### src/rtl/enclave_op_sequencer.sv
// LWE command sequencer: accepts one ENCRYPT/DECRYPT/ADD/MULT command and walks
// operand/result SRAM addresses one beat per accepted issue, with stall, abort and done pulse.
module enclave_op_sequencer #(
  parameter int ADDR_WIDTH = 10,
  parameter int DIMENSION  = 10,
  parameter int BIG_N      = 30,
  parameter int DIM_WIDTH  = 5
) (
  input  logic                  clk,
  input  logic                  rst,
  input  logic                  cmd_valid,
  output logic                  cmd_ready,
  input  logic [1:0]            cmd_opcode,
  input  logic [ADDR_WIDTH-1:0] cmd_op1_base,
  input  logic [ADDR_WIDTH-1:0] cmd_op2_base,
  input  logic [ADDR_WIDTH-1:0] cmd_res_base,
  input  logic                  abort,
  output logic                  issue_valid,
  input  logic                  issue_ready,
  output logic [1:0]            opcode_out,
  output logic [ADDR_WIDTH-1:0] op1_addr,
  output logic [ADDR_WIDTH-1:0] op2_addr,
  output logic [ADDR_WIDTH-1:0] res_addr,
  output logic [DIM_WIDTH-1:0]  row,
  output logic [DIM_WIDTH-1:0]  col,
  output logic                  op_select,
  output logic                  issue_last,
  output logic                  busy,
  output logic                  done
);

  typedef enum logic [1:0] {IDLE = 2'd0, ISSUE = 2'd1, DONE = 2'd2} state_t;

  localparam logic [1:0] OP_ENC  = 2'b00;
  localparam logic [1:0] OP_DEC  = 2'b01;
  localparam logic [1:0] OP_ADD  = 2'b10;
  localparam logic [1:0] OP_MULT = 2'b11;

  localparam logic [DIM_WIDTH-1:0]  LAST_ENC = DIM_WIDTH'(BIG_N - 1);
  localparam logic [DIM_WIDTH-1:0]  LAST_DIM = DIM_WIDTH'(DIMENSION);
  localparam logic [ADDR_WIDTH-1:0] ADDR_ONE = ADDR_WIDTH'(1);
  localparam logic [DIM_WIDTH-1:0]  IDX_ONE  = DIM_WIDTH'(1);

  state_t                state, next_state;
  logic [ADDR_WIDTH-1:0] op2_base;
  logic                  accept_cmd;
  logic                  accept_beat;

  assign accept_cmd  = cmd_valid && (state == IDLE);
  assign accept_beat = issue_valid && issue_ready;

  // state register
  always_ff @(posedge clk or posedge rst) begin
    if (rst) state <= IDLE;
    else     state <= next_state;
  end

  // next-state decode and handshake/status outputs; abort wins over a final beat
  always_comb begin
    next_state  = state;
    cmd_ready   = 1'b0;
    issue_valid = 1'b0;
    busy        = 1'b0;
    done        = 1'b0;
    issue_last  = 1'b0;
    op_select   = 1'b0;
    case (state)
      IDLE: begin
        cmd_ready = 1'b1;
        if (cmd_valid) next_state = ISSUE;
        else           next_state = IDLE;
      end
      ISSUE: begin
        issue_valid = 1'b1;
        busy        = 1'b1;
        case (opcode_out)
          OP_ENC:  begin issue_last = (row == LAST_ENC); op_select = (row == '0); end
          OP_DEC:  begin issue_last = (row == LAST_DIM); op_select = (row == '0); end
          OP_ADD:  begin issue_last = (row == LAST_DIM); op_select = 1'b0;        end
          OP_MULT: begin issue_last = (row == LAST_DIM) && (col == LAST_DIM); op_select = (col == '0); end
          default: begin issue_last = 1'b0; op_select = 1'b0; end
        endcase
        if (abort)                           next_state = IDLE;
        else if (accept_beat && issue_last)  next_state = DONE;
        else                                 next_state = ISSUE;
      end
      DONE: begin
        busy       = 1'b1;
        done       = 1'b1;
        next_state = IDLE;
      end
      default: next_state = IDLE;
    endcase
  end

  // command latch and per-beat address/index walk; additions wrap at ADDR_WIDTH
  always_ff @(posedge clk or posedge rst) begin
    if (rst) begin
      opcode_out <= 2'b00;
      op1_addr   <= '0;
      op2_addr   <= '0;
      res_addr   <= '0;
      op2_base   <= '0;
      row        <= '0;
      col        <= '0;
    end else if (accept_cmd) begin
      opcode_out <= cmd_opcode;
      op1_addr   <= cmd_op1_base;
      op2_addr   <= cmd_op2_base;
      res_addr   <= cmd_res_base;
      op2_base   <= cmd_op2_base;
      row        <= '0;
      col        <= '0;
    end else if (accept_beat) begin
      case (opcode_out)
        OP_ENC: begin
          row      <= row + IDX_ONE;
          op1_addr <= op1_addr + ADDR_ONE;
          res_addr <= res_addr + ADDR_ONE;
        end
        OP_DEC: begin
          row      <= row + IDX_ONE;
          op1_addr <= op1_addr + ADDR_ONE;
          op2_addr <= op2_addr + ADDR_ONE;
        end
        OP_ADD: begin
          row      <= row + IDX_ONE;
          op1_addr <= op1_addr + ADDR_ONE;
          op2_addr <= op2_addr + ADDR_ONE;
          res_addr <= res_addr + ADDR_ONE;
        end
        OP_MULT: begin
          res_addr <= res_addr + ADDR_ONE;
          // column restarts from op2 base when the inner walk completes a row
          if (col == LAST_DIM) begin
            col      <= '0;
            row      <= row + IDX_ONE;
            op1_addr <= op1_addr + ADDR_ONE;
            op2_addr <= op2_base;
          end else begin
            col      <= col + IDX_ONE;
            op2_addr <= op2_addr + ADDR_ONE;
          end
        end
        default: row <= row;
      endcase
    end else begin
      row <= row;
    end
  end

endmodule

### config.mk
export PLATFORM = sky130hd
export DESIGN_NAME = enclave_op_sequencer
export DESIGN_NICKNAME = d
export VERILOG_FILES = /design/src/rtl/enclave_op_sequencer.sv
export SDC_FILE = /design/constraint.sdc
export NUM_CORES = 1
export LEC_CHECK = 0
export CAP_MARGIN = 20
export CORE_MARGIN = 2
export CORE_UTILIZATION = 53
export CTS_CLUSTER_DIAMETER = 30
export DETAILED_ROUTE_END_ITERATION = 10
export GPL_TIMING_DRIVEN = 0
export PLACE_DENSITY = 0.89
export SLEW_MARGIN = 30
export SYNTH_ARGS = -nofsm -noshare
export SYNTH_HDL_FRONTEND = slang
export SYNTH_SLANG_ARGS = --single-unit
### constraint.sdc
create_clock -name clk -period 3.3 [get_ports clk]
set_input_delay 0.33 -clock clk [delete_from_list [all_inputs] [get_ports clk]]
set_output_delay 0.33 -clock clk [all_outputs]
set_load 0.01 [all_outputs]
== Word level (Yosys, flattened, before mapping) ==
Index checks and enable logic that the tools add are counted.

* Input bits: 37
* Logic and storage cells: 75
* Output and inout port bits: 48
* Bits in registers: 54

* Equality and inequality tests: 9
* Reduce and logical (&&, ||, !) cells: 21
* Add/subtract/negate cells: 5
* Mux-type cells: 32

{| class="wikitable"
|+ Operators with widths
! operator !! number
|-
| 10-bit two-way mux || 9
|-
| 10-bit one-hot mux with 2 select lines || 2
|-
| 5-bit two-way mux || 7
|-
| 10-bit by 1-bit adder with 10-bit output (second input constant) || 3
|-
| 5-bit by 1-bit adder with 5-bit output (second input constant) || 2
|-
| 5-bit by 4-bit == test with 1-bit output (second input constant) || 2
|-
| 5-bit zero test || 2
|-
| 5-bit one-hot mux with 2 select lines || 1
|-
| 1-bit two-way mux || 8
|-
| 2-bit AND reduction || 4
|-
| 2-bit == test (second input constant) || 3
|-
| 1-bit one-hot mux with 3 select lines || 2
|-
| 2-bit nonzero test || 3
|-
| 2-bit OR reduction || 3
|-
| 3-bit OR reduction || 2
|-
| 5-bit == test (second input constant) || 1
|-
| 2-bit by 1-bit == test with 1-bit output (second input constant) || 2
|-
| 1-bit logical AND || 4
|-
| 2-bit zero test || 2
|-
| 2-bit two-way mux || 2
|-
| 2-bit one-hot mux with 2 select lines || 1
|-
| 3-bit inequality test (second input constant) || 1
|-
| 3-bit nonzero test || 1
|}

== Depth between registers and ports, before layout ==
Gate-level depths: netlist of the first run.

* Word-level depth: 8
* Depth in mapped cells: 8
* Depth with buffers taken out: 6

== Least setup slack after synthesis of the first run ==
Ideal clock, no wire load.

* Path kind: flip-flop to output port
* Start: reg col[0]
* End: out issue_last
* Setup slack: 1.330 ns
* Buffers on the path: 1
* Data arrival time: 1.640 ns
* Data required time: 2.970 ns
* Cell stages (with the launch flop): 8
* Cells stage by stage: dfrtp_1 > inv_1 > ha_1 > nor4bb_1 > buf_2 > a21oi_1 > o21ai_0 > and2_1

* Word-level cells in the longest chain between the ends: 5

{| class="wikitable"
|+ Ends and longest elaborated chain
! item !! line !! source
|-
| start: declaration || 25 || <nowiki>output logic [DIM_WIDTH-1:0] col,</nowiki>
|-
| start signal: assignment || 141 || <nowiki>col <= col + IDX_ONE;</nowiki>
|-
| 5-bit by 4-bit == test with 1-bit output || 80 || <nowiki>OP_MULT: begin issue_last = (row == LAST_DIM) && (col == LAST_DIM); op_select = (col == '0); end</nowiki>
|-
| 1-bit logical AND || 80 ||
|-
| 1-bit one-hot mux with 3 select lines || 76 || <nowiki>case (opcode_out)</nowiki>
|-
| 1-bit two-way mux (2 in series) || 67 || <nowiki>case (state)</nowiki>
|-
| end: declaration || 27 || <nowiki>output logic issue_last,</nowiki>
|}

No other way between the ends. The select of a mux whose other input is x is not followed.

== Final worst setup path of the first run ==
Ends and elaborated chain as after synthesis.

==> flow_summary.toml, run 1 <==
[floorplan]
die_h_um = 81.48
fp.dieW_um = 81.48
die-area_um2 = 6639
io_pins = 85
start_util_pct = 54.38
row_count = 28
coreArea_um2 = 5851

[timing]
rsz0062_at_grt = "no"
worst_pin_slew_ps = 718.9
fin_worst_skew_ps = 5.075
relSlewSlack_pct = 51.86
fmax_mhz = 334.7
hold_viol = 0
min_period_ps = 2988
fin_setup_tns_ps = 0
slew_viol_final = 0
fin_crit_sh_pct = 90.54
setup_viol = 0

[finish]
nFillCells = 473
mostFrequentLayoutCell = "clkdlybuf4s50_1"
drive_gt1_share_pct = 5.145
diodes = 0
syn2layout_area_growth_pct = 32.60
layout_common_cells = "clkdlybuf4s50_1, nand2_1, dfrtp_1"
fin_cells = 522
layout.nets = 501

[clock_network]
post_cts_buffers = 0
cts.sinks = 54
insertion_delay_ps = 310
path_clk_slew_ps = 100
cts_hold_buf = 0
cts_resized = 0
cts_made_buffers = 5
cts_tree = "yes"
clk_path_buf_depth = 2
clockRootBuffer = "clkbuf_8"
htree_levels = 2

[synth]
synthesis.area_um2 = 3182
syn_area_per_cell_um2 = 8.963
synth_cells = 355
synth_warnings = 0
ys_seq_elements = 54
syn_nets = 409
yosysSeqAreaShare_pct = 42.47
synthDistinctLibCells = 50

[worst_setup_path]
cp_data_arrival_time_ps = 2660
path_class = "register to primary output"
cp-start-kind = "register"
critical_path_buf_inv_count = 3
critPathTopFamily = "buffers and inverters"
cp_max_fo = 8
required_ps = 2970
max_stage_delay_ps = 530
crit_chain = "inv_1, ha_1, nor4bb_1, buf_2, a21oi_1, o21ai_0, and2_1, clkdlybuf4s50_1"
cp-end-kind = "primary output"
critPathSlowestCell = "clkdlybuf4s50_1"

[route]
drcViolationCount = 0
via_per_inst = 5.895
wire_per_inst_um = 16.38
drt-initial-drc-count = 285
routed_wl_um = 8551
vias = 3077
dr.pass1.iters = 5
antenna_left = 0

[global_route]
overflow = 0
met2_usage_pct = 46.39
gr-usage-met1_pct = 33.38
grt_pass1_vias = 2958
grt_pass1_wl_um = 13810
antenna_found_initial = 0
busiest_layer = "met2"
track_usage_pct = 26.83
grt_max_degree = 33
grtUsageMet3_pct = 6.593

[placement]
gp_congestion = 0.8927
port_buffers = 84
dp.cells = 515
dp_hpwl_um = 6379

[pwr]
ir_drop_v = 0.0003136
leakagePower_nw = 1.689
power_density_nw_per_um2 = 525.9

[run]
max-cap-violations = 0

[worst_hold_path]
hp-class = "input pin to async pin"

[outcome]
status = "completed"
## cell families after synthesis
logic type / share of synthesized area, %
XOR/XNOR: 5.505
flip-flops: 42.47
AO/OA/AOI/OAI: 17.73
buffers and inverters: 4.247
AND/OR/NAND/NOR: 22.10
multiplexers: 1.258
adder cells (fa/ha/maj): 6.685
## cell type report
type                       count  area (um^2)  area share [%]
multi-input combinational    268         1695           40.18
tap                           75        93.84           2.224
clock inverter                 1        7.507          0.1779
sequential                    54         1351           32.03
inverter                      17        66.31           1.572
clock buffer                   6        72.57           1.720
buffer                        16        71.32           1.690
timing repair buffer          85        860.8           20.40
## state kept, by name (all words and copies together), names as in the netlist
name,flops
op2_addr,10
op1_addr,10
opcode_out,2
res_addr,10
row,5
state,2
op2_base,10
col,5
## final timing paths
path / depth (start not counted) / from / end / slack, ps
setup / recovery: 8 / col[0] / issue_last / 310
hold / removal: 2 / rst / op2_base[9] / 320
setup reg to reg: 6 / opcode_out[0] / op2_addr[1] / 1120
hold reg to reg: 2 / op2_base[3] / op2_base[3] / 490
max in group asynchronous: 3 / rst / col[3] / 2510
min in group clk: 2 / op2_base[3] / op2_base[3] / 490
## metal layers
layer  wire [um]  part of all wire [%]
met1        3465                    41
met4         108                   1.3
met3         777                   9.1
met2        4200                    49
met5           0                     0
## through the flow
| stage | hold slack, ps | setup WS, ps | power, mW | instance area (um^2) | utilization, % |
|---|---|---|---|---|---|
| 3_5_place_dp | 463.7 | 648.8 | 1.859 | 4139 | 70.74 |
| 2_1_floorplan | 400.3 | 1330 | 1.411 | 3182 | - |
| 4_1_cts | 331.9 | 301.8 | 2.217 | 4219 | 72.11 |
| 6_report | 319.0 | 312.1 | 2.219 | 4219 | 72.11 |
| 5_1_grt | 358.2 | 115.5 | 2.350 | 4219 | 72.11 |
| 3_3_place_gp | 451.5 | 640.2 | 1.823 | 4116 | 70.36 |
## power by group
part	internal [mW]	switching, mW
Sequential	0.804	0.184
Combinational	0.450	0.416
Clock	0.146	0.218
## cells in the mapped netlist (all sizes together)
cell type	number	area (um^2)
and3	3	18.77
nor2b	1	6.260
a21boi	3	22.52
a2111oi	4	85.08
nor3	16	80.08
o211a	1	10.01
xnor2	13	113.9
nand4b	1	8.760
nand4bb	1	27.53
nor4bb	1	10.01
o41ai	2	17.52
nand4	9	56.30
o21ai	30	150.1
mux2i	4	40.04
dfrtp	54	1351
nor2	20	77.58
and2	3	18.77
and4	1	8.760
o211ai	3	22.52
a22oi	2	15.01
a31oi	4	25.02
or4	1	7.510
a22o	1	8.760
xor2	7	61.31
o21a	4	30.03
a31o	1	8.760
ha	17	212.7
and4b	1	10.01
a41oi	1	8.760
nor3b	1	7.510
and3b	1	8.760
clkbuf	5	18.77
inv	17	63.81
or2	1	6.260
or3	1	6.260
a211oi	7	52.55
a21oi	13	68.82
o31ai	4	30.03
nand3	15	75.07
buf	11	52.55
nand2	66	247.7
a211o	1	8.760
nor4	2	12.51
nor4b	1	8.760
No activity file was read; power rests on OpenSTA's default activity.
==> run 2, diff against run 1 <==
CORE_MARGIN = 3   (was 2)
RECOVER_POWER = 25   (was not set)
==> run 2 against run 1 <==
The flow now finishes with violations (max-capacitance violations, max-slew violations). Power rose by 4.2%. Combinational power hardly changed. Wire length up 1.8%. Largest power group unchanged.
==> flow_summary.toml, run 2 (synthesized netlist as in run 1, its figures left out) <==
[outcome]
status = "finished with violations"
violations = "max-capacitance violations, max-slew violations"

[pwr]
power_density_nw_per_um2 = 545.9
p_switching_uw = 835.9
p_seq_share_pct = 42.7
switching_share_pct = 36.14
p_comb_share_pct = 37.3
p_int_mw = 1.477
ir_drop_v = 0.0003407
leakagePower_nw = 1.703
clockPowerShare_pct = 20.0

[global_route]
grt_max_degree = 41
track_usage_pct = 25.69
antenna_found_initial = 0
overflow = 0
grt_pass1_vias = 3053
grt_pass1_wl_um = 14730

[run]
max-cap-violations = 1

[worst_setup_path]
rr_worst_depth = 6
crit_path_start = "col[0]"
path_class = "register to primary output"
endpoint = "issue_last"
cp-start-kind = "register"
cp-end-kind = "primary output"
reg2reg_from = "opcode_out[0]"
cp_max_fo = 8
required_ps = 2970
r2r_slack_ps = 1140
rr_endpoint = "op2_addr[1]"
cp_data_arrival_time_ps = 2730

[route]
dr.pass1.iters = 6
routed_wl_um = 8706
drcViolationCount = 0
wire_per_inst_um = 16.74
drt-initial-drc-count = 343
antenna_left = 0
via_per_inst = 5.919
vias = 3078

[floorplan]
fp.dieW_um = 83.48
die-area_um2 = 6969
die_h_um = 83.48
start_util_pct = 56.40
io_pins = 85
coreArea_um2 = 5642
row_count = 27

[finish]
syn2layout_area_growth_pct = 33.15
layout_common_cells = "clkdlybuf4s50_1, nand2_1, dfrtp_1"
diodes = 0
mostFrequentLayoutCell = "clkdlybuf4s50_1"
drive_gt1_share_pct = 5.134
layout.nets = 501
nFillCells = 399
final_area_um2 = 4237

[clock_network]
cts.sinks = 54
cts_tree = "yes"
insertion_delay_ps = 330
clockRootBuffer = "clkbuf_8"
path_clk_slew_ps = 100
post_cts_buffers = 0
cts_hold_buf = 0
clk_path_buf_depth = 2
cts_made_buffers = 5
htree_levels = 2
cts_resized = 0

[timing]
fin_setup_tns_ps = 0
hold_viol = 0
setup_viol = 0
slew_viol_final = 41
fin_crit_sh_pct = 92.58
rsz0062_at_grt = "no"
fin_worst_skew_ps = 11.57
relSlewSlack_pct = -20.58
fmax_mhz = 327.3
min_period_ps = 3055
worst_pin_slew_ps = 1809

[worst_hold_path]
hp-class = "register to register"

[placement]
gp_congestion = 0.9029
dpl-instance-area_um2 = 4135
dp_hpwl_um = 6211
port_buffers = 84
[run 2: worst min-delay path by stage]
stage | from | end | slack, ps | cells past startpoint
3_3_place_gp | op2_base[1] | op2_base[1] | 450 | 2
2_1_floorplan | abort | state[1] | 400 | 1
5_1_grt | op2_base[7] | op2_base[7] | 520 | 2
3_5_place_dp | op2_base[1] | op2_base[1] | 450 | 2
6_report | op2_base[1] | op2_base[1] | 480 | 2
4_1_cts | rst | op2_addr[9] | 270 | 2
[run 2: power groups by stage]
stage                     Combinational [mW]  Clock, mW  Sequential [mW]
after floorplan                        0.397          0             1.01
after global placement                 0.832          0            0.989
after detailed placement               0.859          0            0.993
after CTS                              0.868      0.460            0.984
after global routing                   0.951      0.487             1.01
final                                  0.863      0.463            0.987
[run 2: cell type report]
type / count / area [um^2] / area share, %
inverter: 17 / 65.06 / 1.536
tap: 72 / 90.09 / 2.126
multi-input combinational: 268 / 1695 / 40.02
sequential: 54 / 1351 / 31.90
timing repair buffer: 85 / 853.3 / 20.14
clock inverter: 2 / 37.54 / 0.8860
clock buffer: 6 / 72.57 / 1.713
buffer: 16 / 71.32 / 1.683
[run 2: critical path: stages, from the launching register on]
cell and delay, ps:
dfrtp_1 450, inv_1 100, ha_1 210, nor4bb_1 280
buf_2 230, a21oi_1 90, o21ai_0 340, and2_1 180
clkdlybuf4s50_1 530
[run 2: per-stage QoR]
stage / utilization, % / power (mW) / hold WS, ps / std cells / setup slack [ps]
floorplan: - / 1.411 / 400.3 / 355 / 1330
global placement: 72.90 / 1.821 / 450.8 / 511 / 666.5
detailed placement: 73.30 / 1.853 / 454.7 / 512 / 607.5
CTS: 75.25 / 2.312 / 273.0 / 520 / 244.2
global route: 75.09 / 2.452 / 522.1 / 520 / 70.03
finish: 75.09 / 2.313 / 479.5 / 520 / 244.9
[run 2: layer usage]
| layer | share of wire [%] | up-vias | wire length, um | global-route usage, % |
|---|---|---|---|---|
| li1 | - | 1431 | - | - |
| met1 | 42 | 1452 | 3629 | 34.48 |
| met2 | 47 | 176 | 4075 | 40.82 |
| met3 | 9.6 | 19 | 834 | 7.305 |
| met4 | 1.9 | 0 | 167 | 7.310 |
| met5 | 0 | - | 0 | 0 |
==> run 3, diff against run 2 <==
GPL_ROUTABILITY_DRIVEN = 0   (was not set)
==> results of run 3 <==
No change in the layout: final DEF, timing and power equal those of run 2.
==> RTL edit, RTL diff (settings of run 1) <==
Change the parameter `DIM_WIDTH` from 5 to 7.
--- a/src/rtl/enclave_op_sequencer.sv
+++ b/src/rtl/enclave_op_sequencer.sv
@@ -5,5 +5,5 @@
   parameter int DIMENSION  = 10,
   parameter int BIG_N      = 30,
-  parameter int DIM_WIDTH  = 5
+  parameter int DIM_WIDTH  = 7
 ) (
   input  logic                  clk,
Interface: changed (resized col and row); port bits go from 85 to 89. The function was not compared with the original's and may differ.
==> RTL edit against run 1 <==
Sequential cell count grew 4; combinational power grew 5.5%; cell count grew 6.9%; design area grew 6.9%; global-route usage grew 0.055 points; largest power group unchanged; area after synthesis grew 4.5%; wire length grew 6.1%; worst setup slack gained 0.035 ns; total power grew 16%.
==> RTL edit: results (changes against run 1) <==
- GRT Util Overall: 26.9% (+0.055 points)
- Post-DP HPWL: 6.50 mm (+1.8%)
- Synth top area cells: dfrtp_1, nand2_1, ha_1
- Grt met2 use: 44.2% (-2.2 points)
- Via count: 3,322 (+8.0%)
- P_leak: 1.93 nW (+14%)
- Worst hold slack: 0.248 ns (-0.0715 ns)
- Worst reg2reg path depth: 9 (+3)
- DP Area: 0.00433 mm2 (+4.6%)
- Flop-to-flop setup slack: 1.05 ns (-0.07 ns)
- Post-synth EDFFs: 0 (unchanged)
- Register area share after synthesis: 43.7% (+1.2 points)
- Metal-1 WL: 3.95 mm (+14%)
- Internal Power: 0.00166 W (+19%)
- PortBufs: 88 (+4.8%)
- Synthesized-area fraction occupied by adder cells: 6.40% (-0.29 points)
- Syn Nets: 432 (+5.6%)
- Crit-path max FO: 7 (-1)
- Largest net degree at the start of global routing: 47 (+42%)
- Later-pin clock latency in the skew report: 0.35 ns (+0.04 ns)
- Setup bufs post-CTS: 0 (unchanged)
- Multiplexer share of the synthesized area: 1.51% (+0.25 points)
- Yosys warnings: 0 (unchanged)
- R2R Path End: op1_addr[5]
- Met3 usage: 5.27% (-1.3 points)
- Post-Syn Instances: 378 (+6.5%)
- DR WL met2: 4.38 mm (+4.3%)
- Post-synthesis xor/xnor area fraction: 3.42% (-2.1 points)
- Layout cells sized above 1: 4.76% (-0.38 points)
- Number of CTS-inserted buffers: 9 (+4)
- Unique cell type count in the Yosys netlist: 48 (-4.0%)
- GR Layer Usage met1: 34.9% (+1.5 points)
- Crit-path max cell delay: about 0.54 ns
- Worst Setup SP: opcode_out[0]
- Fin nets: 532 (+6.2%)
- Max IR drop VDD: 0.418 mV (+33%)
- F_max: 0.339 GHz (+1.2%)
- Placed instance count: 542 (+5.2%)
- Most frequent cells after synthesis: nand2_1, dfrtp_1, o21ai_0, nor2_1, ha_1
- GP Congestion: 0.892 (about the same)
- Fillers: 443 (-6.3%)
- Async set-reset flop share out of synthesis: 100% (unchanged)
- DR iter-0 viols: 163 (-43%)
- Worst-path clk slew: 0.07 ns (-0.03 ns)
- Worst r2r src: state[1]
- First-pass GRT wire length: 15.3 mm (+11%)
- Vias in the first global route: 3,205 (+8.4%)
- Via density: 5.95 (+1.0%)
- Complex-gate fraction of the synthesized area: 16.5% (-1.2 points)
- Top Layer Used: met4
- WL met3: 512 um (-34%)
- Clock root buffer master: clkbuf_8
- Status: completed
- Relative slew slack: 60.8% (+9.0 points)
- Drt total wl: 9.07 mm (+6.1%)
- Worst EP arrival: 2.62 ns (-0.04 ns)
- H-tree depth: 3 (+1)
RTL edit: changes by cell type after synthesis, moves of 8 or more:
cell,before,now
a31oi_1,4,15
clkbuf_1,5,15
nor3_1,16,7
o21ai_1,9,0
o21ai_0,21,29
or3_1,1,9
RTL edit: cells by family after synthesis:
group / after synthesis
fa+ha+maj: 17
buf+inv: 34
compound gates: 89
xor+xnor: 13
mux: 5
flops: 58
simple gates: 162
RTL edit: power groups by stage:
stage,Combinational (W),Sequential [W],Clock (W)
after global placement,0.000870,0.00104,0
after floorplan,0.000418,0.00107,0
after global routing,0.00100,0.00107,0.000657
final,0.000914,0.00105,0.000624
after detailed placement,0.000903,0.00105,0
after CTS,0.000913,0.00104,0.000622
RTL edit: final cells by class:
cell class,instances,area (um2),area share (%)
multi-input cells,286,1740,38.6
inverters,15,58.8,1.30
clock inverters,2,10.0,0.222
plain buffers,19,75.1,1.66
flip-flops and latches,58,1450,32.2
clock buffers,14,173,3.83
well taps,75,93.8,2.08
repair buffers,89,908,20.1
